**config.mk**
```make
export PLATFORM = sky130hd
export DESIGN_NAME = mire_gen
export DESIGN_NICKNAME = d
export VERILOG_FILES = /design/src/rtl/mire_gen.sv
export SDC_FILE = /design/constraint.sdc
export NUM_CORES = 1
export LEC_CHECK = 0
export CAP_MARGIN = 30
export CORE_ASPECT_RATIO = 1.5
export CORE_MARGIN = 3
export CORE_UTILIZATION = 45
export CTS_CLUSTER_SIZE = 30
export DETAILED_ROUTE_END_ITERATION = 10
export HOLD_SLACK_MARGIN = 0.15
export PLACE_DENSITY = 0.7
export RECOVER_POWER = 25
export SLEW_MARGIN = 10
export SYNTH_ARGS = -nofsm -noshare
export SYNTH_HDL_FRONTEND = slang
export SYNTH_SLANG_ARGS = --single-unit
```
**constraint.sdc**
```tcl
create_clock -name wshb_clk_i -period 5.25 [get_ports wshb_clk_i]
set_clock_uncertainty 0.15 [all_clocks]
set_input_delay 0.525 -clock wshb_clk_i [delete_from_list [all_inputs] [get_ports wshb_clk_i]]
set_output_delay 0.525 -clock wshb_clk_i [all_outputs]
set_load 0.02 [all_outputs]
```
**src/rtl/mire_gen.sv**
```systemverilog
// Wishbone test-pattern writer: fills an HDISP x VDISP RGB565 framebuffer with
// one of four patterns, in bursts of BURST acked writes separated by PAUSE idle cycles.
module mire_gen #(
  parameter int          HDISP    = 640,
  parameter int          VDISP    = 480,
  parameter logic [31:0] BASE_ADR = 32'h0,
  parameter int          GRID     = 16,
  parameter int          BURST    = 64,
  parameter int          PAUSE    = 64
) (
  input  logic        wshb_clk_i,
  input  logic        wshb_rst_i,
  output logic [31:0] wshb_adr_o,
  output logic [15:0] wshb_dat_ms_o,
  output logic        wshb_stb_o,
  output logic        wshb_cyc_o,
  input  logic        wshb_ack_i,
  output logic        wshb_we_o,
  output logic [1:0]  wshb_sel_o,
  output logic [2:0]  wshb_cti_o,
  output logic [1:0]  wshb_bte_o,
  input  logic        en_i,
  input  logic [1:0]  mode_i,
  input  logic [15:0] color_i,
  output logic        busy_o,
  output logic        frame_done_o
);

  localparam int XW   = (HDISP > 1) ? $clog2(HDISP) : 1;
  localparam int YW   = (VDISP > 1) ? $clog2(VDISP) : 1;
  localparam int IW   = $clog2(HDISP * VDISP);
  localparam int GW   = $clog2(GRID);
  localparam int BW   = $clog2(BURST + 1);
  localparam int PW   = $clog2(PAUSE + 1);
  localparam int BARW = XW + 3;

  localparam logic [XW-1:0] X_LAST = XW'(HDISP - 1);
  localparam logic [YW-1:0] Y_LAST = YW'(VDISP - 1);
  localparam logic [GW-1:0] G_LAST = GW'(GRID - 1);
  localparam logic [BW-1:0] B_LAST = BW'(BURST - 1);
  localparam logic [PW-1:0] P_LAST = PW'(PAUSE - 1);

  typedef enum logic [1:0] {S_IDLE, S_WRITE, S_PAUSE} state_t;

  state_t        state_q, state_d;
  logic [XW-1:0] x_q, x_d;
  logic [YW-1:0] y_q, y_d;
  logic [IW-1:0] idx_q, idx_d;
  logic [GW-1:0] xg_q, xg_d, yg_q, yg_d;
  logic          xc_q, xc_d, yc_q, yc_d;
  logic [BW-1:0] burst_q, burst_d;
  logic [PW-1:0] pcnt_q, pcnt_d;
  logic [1:0]    mode_q, mode_d;
  logic [15:0]   color_q, color_d;
  logic          done_q, done_d;
  logic          pos_clr, pos_adv, last_px;

  assign last_px = (x_q == X_LAST) && (y_q == Y_LAST);

  always_ff @(posedge wshb_clk_i or posedge wshb_rst_i) begin
    if (wshb_rst_i) begin
      state_q <= S_IDLE;
      x_q     <= '0;
      y_q     <= '0;
      idx_q   <= '0;
      xg_q    <= '0;
      yg_q    <= '0;
      xc_q    <= 1'b0;
      yc_q    <= 1'b0;
      burst_q <= '0;
      pcnt_q  <= '0;
      mode_q  <= 2'd0;
      color_q <= 16'h0000;
      done_q  <= 1'b0;
    end else begin
      state_q <= state_d;
      x_q     <= x_d;
      y_q     <= y_d;
      idx_q   <= idx_d;
      xg_q    <= xg_d;
      yg_q    <= yg_d;
      xc_q    <= xc_d;
      yc_q    <= yc_d;
      burst_q <= burst_d;
      pcnt_q  <= pcnt_d;
      mode_q  <= mode_d;
      color_q <= color_d;
      done_q  <= done_d;
    end
  end

  always_comb begin
    state_d = state_q;
    x_d     = x_q;
    y_d     = y_q;
    idx_d   = idx_q;
    xg_d    = xg_q;
    yg_d    = yg_q;
    xc_d    = xc_q;
    yc_d    = yc_q;
    burst_d = burst_q;
    pcnt_d  = pcnt_q;
    mode_d  = mode_q;
    color_d = color_q;
    done_d  = 1'b0;
    pos_clr = 1'b0;
    pos_adv = 1'b0;

    case (state_q)
      S_IDLE: begin
        if (en_i) begin
          mode_d  = mode_i;
          color_d = color_i;
          pos_clr = 1'b1;
          state_d = S_WRITE;
        end
      end
      S_WRITE: begin
        if (wshb_ack_i) begin
          if (last_px) begin
            done_d  = 1'b1;
            pos_clr = 1'b1;
            if (en_i) begin
              mode_d  = mode_i;
              color_d = color_i;
              state_d = S_PAUSE;
            end else begin
              state_d = S_IDLE;
            end
          end else begin
            pos_adv = 1'b1;
            if (burst_q == B_LAST) state_d = S_PAUSE;
          end
        end
      end
      S_PAUSE: begin
        if (pcnt_q == P_LAST) begin
          pcnt_d  = '0;
          burst_d = '0;
          state_d = S_WRITE;
        end else begin
          pcnt_d = pcnt_q + PW'(1);
        end
      end
      default: state_d = S_IDLE;
    endcase

    // Grid/checker phase is tracked incrementally alongside X and Y to avoid dividers.
    if (pos_clr) begin
      x_d     = '0;
      y_d     = '0;
      idx_d   = '0;
      xg_d    = '0;
      yg_d    = '0;
      xc_d    = 1'b0;
      yc_d    = 1'b0;
      burst_d = '0;
    end else if (pos_adv) begin
      idx_d   = idx_q + IW'(1);
      burst_d = burst_q + BW'(1);
      if (x_q == X_LAST) begin
        x_d  = '0;
        xg_d = '0;
        xc_d = 1'b0;
        y_d  = y_q + YW'(1);
        if (yg_q == G_LAST) begin
          yg_d = '0;
          yc_d = ~yc_q;
        end else begin
          yg_d = yg_q + GW'(1);
        end
      end else begin
        x_d = x_q + XW'(1);
        if (xg_q == G_LAST) begin
          xg_d = '0;
          xc_d = ~xc_q;
        end else begin
          xg_d = xg_q + GW'(1);
        end
      end
    end
  end

  function automatic logic [15:0] bar_color(input logic [2:0] bar);
    case (bar)
      3'd0:    bar_color = 16'hFFFF;
      3'd1:    bar_color = 16'hFFE0;
      3'd2:    bar_color = 16'h07FF;
      3'd3:    bar_color = 16'h07E0;
      3'd4:    bar_color = 16'hF81F;
      3'd5:    bar_color = 16'hF800;
      3'd6:    bar_color = 16'h001F;
      default: bar_color = 16'h0000;
    endcase
  endfunction

  logic [BARW-1:0] xs;
  logic [2:0]      bar;

  // floor(X*8/HDISP) as seven threshold compares; valid because X < HDISP.
  always_comb begin
    xs  = {x_q, 3'b000};
    bar = 3'd0;
    for (int k = 1; k < 8; k++) begin
      if (xs >= BARW'(k * HDISP)) bar = 3'(k);
    end
  end

  always_comb begin
    case (mode_q)
      2'd0:    wshb_dat_ms_o = ((xg_q == '0) || (yg_q == '0)) ? 16'hFFFF : 16'h0000;
      2'd1:    wshb_dat_ms_o = bar_color(bar);
      2'd2:    wshb_dat_ms_o = (xc_q ^ yc_q) ? 16'h0000 : 16'hFFFF;
      default: wshb_dat_ms_o = color_q;
    endcase
  end

  assign wshb_adr_o   = BASE_ADR + 32'({idx_q, 1'b0});
  assign wshb_cyc_o   = (state_q == S_WRITE);
  assign wshb_stb_o   = (state_q == S_WRITE);
  assign wshb_we_o    = 1'b1;
  assign wshb_sel_o   = 2'b11;
  assign wshb_cti_o   = 3'b000;
  assign wshb_bte_o   = 2'b00;
  assign busy_o       = (state_q != S_IDLE);
  assign frame_done_o = done_q;

endmodule

```
==> impl_metrics.yaml <==
outcome:
  outcome: "complete, no violations"
global_route:
  grt_start_max_net_pins: 56
  first_global_vias: 3559
  grt_pass1_wl_mm: 16.8
  gr-usage-all-layers_pct: 18.4
  antenna_found_initial: 0
  grt.overflow.total: 0
worst_setup_path:
  r2r_slack_ns: 2.67
  cp-start-kind: "register"
  cp-startpoint: "xg_q[0]"
  cp_max_fo: 5
  arrival_ns: 2.72
  critPathKind: "register to output port"
  cp.required_ns: 4.58
  max_stage_delay_ns: 0.59
  cp_slowest_cell: "a311oi_1"
  worstSetupEndpointType: "output port"
  r2r-start: "state_q[1]"
  r2r_end: "color_q[9]"
  reg2reg_depth: 5
  crit_chain: "inv_1 -> ha_1 -> a221oi_1 -> a211oi_1 -> a311oi_1 -> nand2_1 -> clkdlybuf4s50_1"
placement:
  preCtsSetupSlack_ns: 1.73
  gp_congestion: 0.796
  io_buffers: 60
  dp_hpwl_mm: 7.15
  dp.cells: 622
clock_tree:
  cts-resized-gates: 0
  cts.root.buffer_cell: "clkbuf_16"
  clock_path_buffers: 2
  cts_setup_buffers: 0
  clk_pin_slew_ns: 0.06
  clk_latency_ns: 0.33
  hold_buffers: 0
  cts_tree: "done"
  cts_buffers: 9
  cts_sinks: 83
  htreeDepth: 3
synthesis:
  ys_types: 63
  synthTopCellsByArea: "dfrtp_1 45%, nand2_1 4.5%, xor2_1 4.4%, buf_4 3.7%, nor2_1 3.7%"
  syn_inst: 470
  synthArstFlopShare_pct: 100
  yosysTopAreaCellShare_pct: 45.0
  avgSynthCellArea_sq_um: 9.81
  synth_edf_count: 0
  syn-cell-area_sq_mm: 0.00461
  synth_seq_area_share_pct: 45.0
  ys_seq_elements: 83
  yosys_warnings: 0
  yosys_most_used_dff: "dfrtp_1"
  synth.largest_area_cell: "dfrtp_1"
floorplanning:
  fp.dieH_um: 130
  coreArea_sq_mm: 0.00985
  initial_utilization_pct: 46.8
  dieArea_sq_mm: 0.0115
  pin_count: 82
  die_w_um: 88.6
  rows: 44
timing:
  slew_violations: 0
  relSlewSlack_pct: 10.2
  finalCritPeriodShare_pct: 64.7
  max_freq_mhz: 294
  setup-violations-final: 0
  tightest_slew_ns: 1.35
  fin_setup_tns_ns: 0
  min_period_ns: 3.40
  hold_ws_ns: 0.338
  worst_slack_ns: 1.85
  rsz0062_at_grt: "false"
  hold_viol: 0
drt:
  post_drt_wl_per_cell_um: 15.9
  final_antenna_net_count: 0
  vias_per_cell: 5.61
  drt_iter0_drc: 162
  drt_wl_total_mm: 10.1
  drtPass1Iterations: 4
  drcViolationCount: 0
  routed-via-count: 3585
finish:
  layout-drive-gt1-share_pct: 9.35
  nFillCells: 884
  finish.utilization_pct: 55.8
  antenna_cells: 0
  final_nets: 551
  area.growth.synth_to_final_pct: 19.3
  final_cells: 639
min_path:
  whs_path_depth: 1
  whs_endpoint: "pcnt_q[6]"
  hold_path_class: "register to register"
  min_from: "pcnt_q[6]"
pwr:
  clkPwrFrac_pct: 34.7
  switching_share_pct: 30.1
  pwr-share-comb_pct: 23.8
  internal_power_w: 0.00139
  p_seq_share_pct: 41.5
  peakVddDrop_mv: 0.211
  power_switching_w: 0.000598
  leakage_nw: 2.52
  power_density_mw_per_mm2: 361
flow_run:
  max-cap-violations: 0
## registers in the layout, summed over array words and instances (netlist names), 2 cells and up
name / flops
state_q: 2
x_q: 10
y_q: 9
pcnt_q: 7
yg_q: 4
mode_q: 2
burst_q: 7
color_q: 16
idx_q: 19
xg_q: 4
## how the worst max path moves through the flow
stage                            end  slack (ns)  cells after the start
floorplan                 burst_q[0]        2.44                      1
global placement                yc_q        1.81                      6
detailed placement              yc_q        1.73                      6
CTS                 wshb_dat_ms_o[0]        1.82                      6
global route        wshb_dat_ms_o[0]        1.70                      6
finish              wshb_dat_ms_o[0]        1.85                      7
## synth_stat cells, drive strengths merged, types with 5 or more instances
library cell	n
dfrtp	83
nand2	55
nor2	46
buf	33
xor2	23
nand3	22
o21ai	21
mux2	19
inv	17
a21oi	14
a21o	10
clkbuf	10
ha	10
xnor2	10
and3	7
nand4	7
or3	6
o2111ai	5
o31ai	5
## per-layer routing
metal  vias up  routed length (um)  global-route usage [%]  part of all wire [%]
li1       1697                   -                       -                     -
met1      1750                4380                    22.1                    43
met2       119                5070                    31.6                    50
met3        19                 447                    3.41                   4.4
met4         0                 242                    8.19                   2.4
met5         -                   0                       0                     0
## cells in the final DEF (no fill, tap or decap), types with 14 or more instances in the layout
cell type	n
nor2_1	45
xor2_1	23
a21oi_1	14
clkdlybuf4s50_1	59
nand2_1	55
dfrtp_1	83
nand3_1	21
o21ai_0	18
conb_1	21
inv_1	16
## layout make-up
class | count | area (sq um) | share of cell area [%]
well taps | 115 | 144 | 2.62
inverters | 17 | 65.1 | 1.18
multi-input cells | 346 | 2260 | 41.2
clock inverters | 4 | 72.6 | 1.32
flip-flops and latches | 83 | 2080 | 37.8
clock buffers | 12 | 256 | 4.66
repair buffers | 62 | 621 | 11.3
## through the flow
| stage | instance area, sq um | power, W |
|---|---|---|
| 2_1_floorplan | 4680 | 0.00112 |
| 3_3_place_gp | 5160 | 0.00128 |
| 3_5_place_dp | 5160 | 0.00130 |
| 4_1_cts | 5490 | 0.00200 |
| 5_1_grt | 5500 | 0.00208 |
| 6_report | 5500 | 0.00198 |
## power by group through the flow
| stage | Clock (W) | Sequential [W] | Combinational (W) |
|---|---|---|---|
| 3_5_place_dp | 0 | 0.000831 | 0.000472 |
| 4_1_cts | 0.000707 | 0.000821 | 0.000476 |
| 2_1_floorplan | 0 | 0.000827 | 0.000291 |
| 5_1_grt | 0.000729 | 0.000836 | 0.000518 |
| 3_3_place_gp | 0 | 0.000826 | 0.000458 |
| 6_report | 0.000689 | 0.000823 | 0.000472 |
## cells by family (layout without fill, tap and decap cells)
group,count (synthesis),after routing,synth area share [%]
buffers and inverters,60,95,7.38
muxes,22,22,6.11
DFF,83,83,45.0
AOI/OAI and AO/OA,83,83,12.8
other,2,21,0.163
and+or+nand+nor,176,176,19.3
xor gates and xnor gates,33,33,6.27
adders and majority gates,11,11,2.93
## worst max-delay path, delay by kind of cell, from the launching register on
family	cells	cell delay [ns]
compound gates	3	1.00
simple gates	1	0.11
fa+ha+maj	1	0.22
buf+inv	2	0.63
flops	1	0.42
No activity file was read; power rests on OpenSTA's default activity.
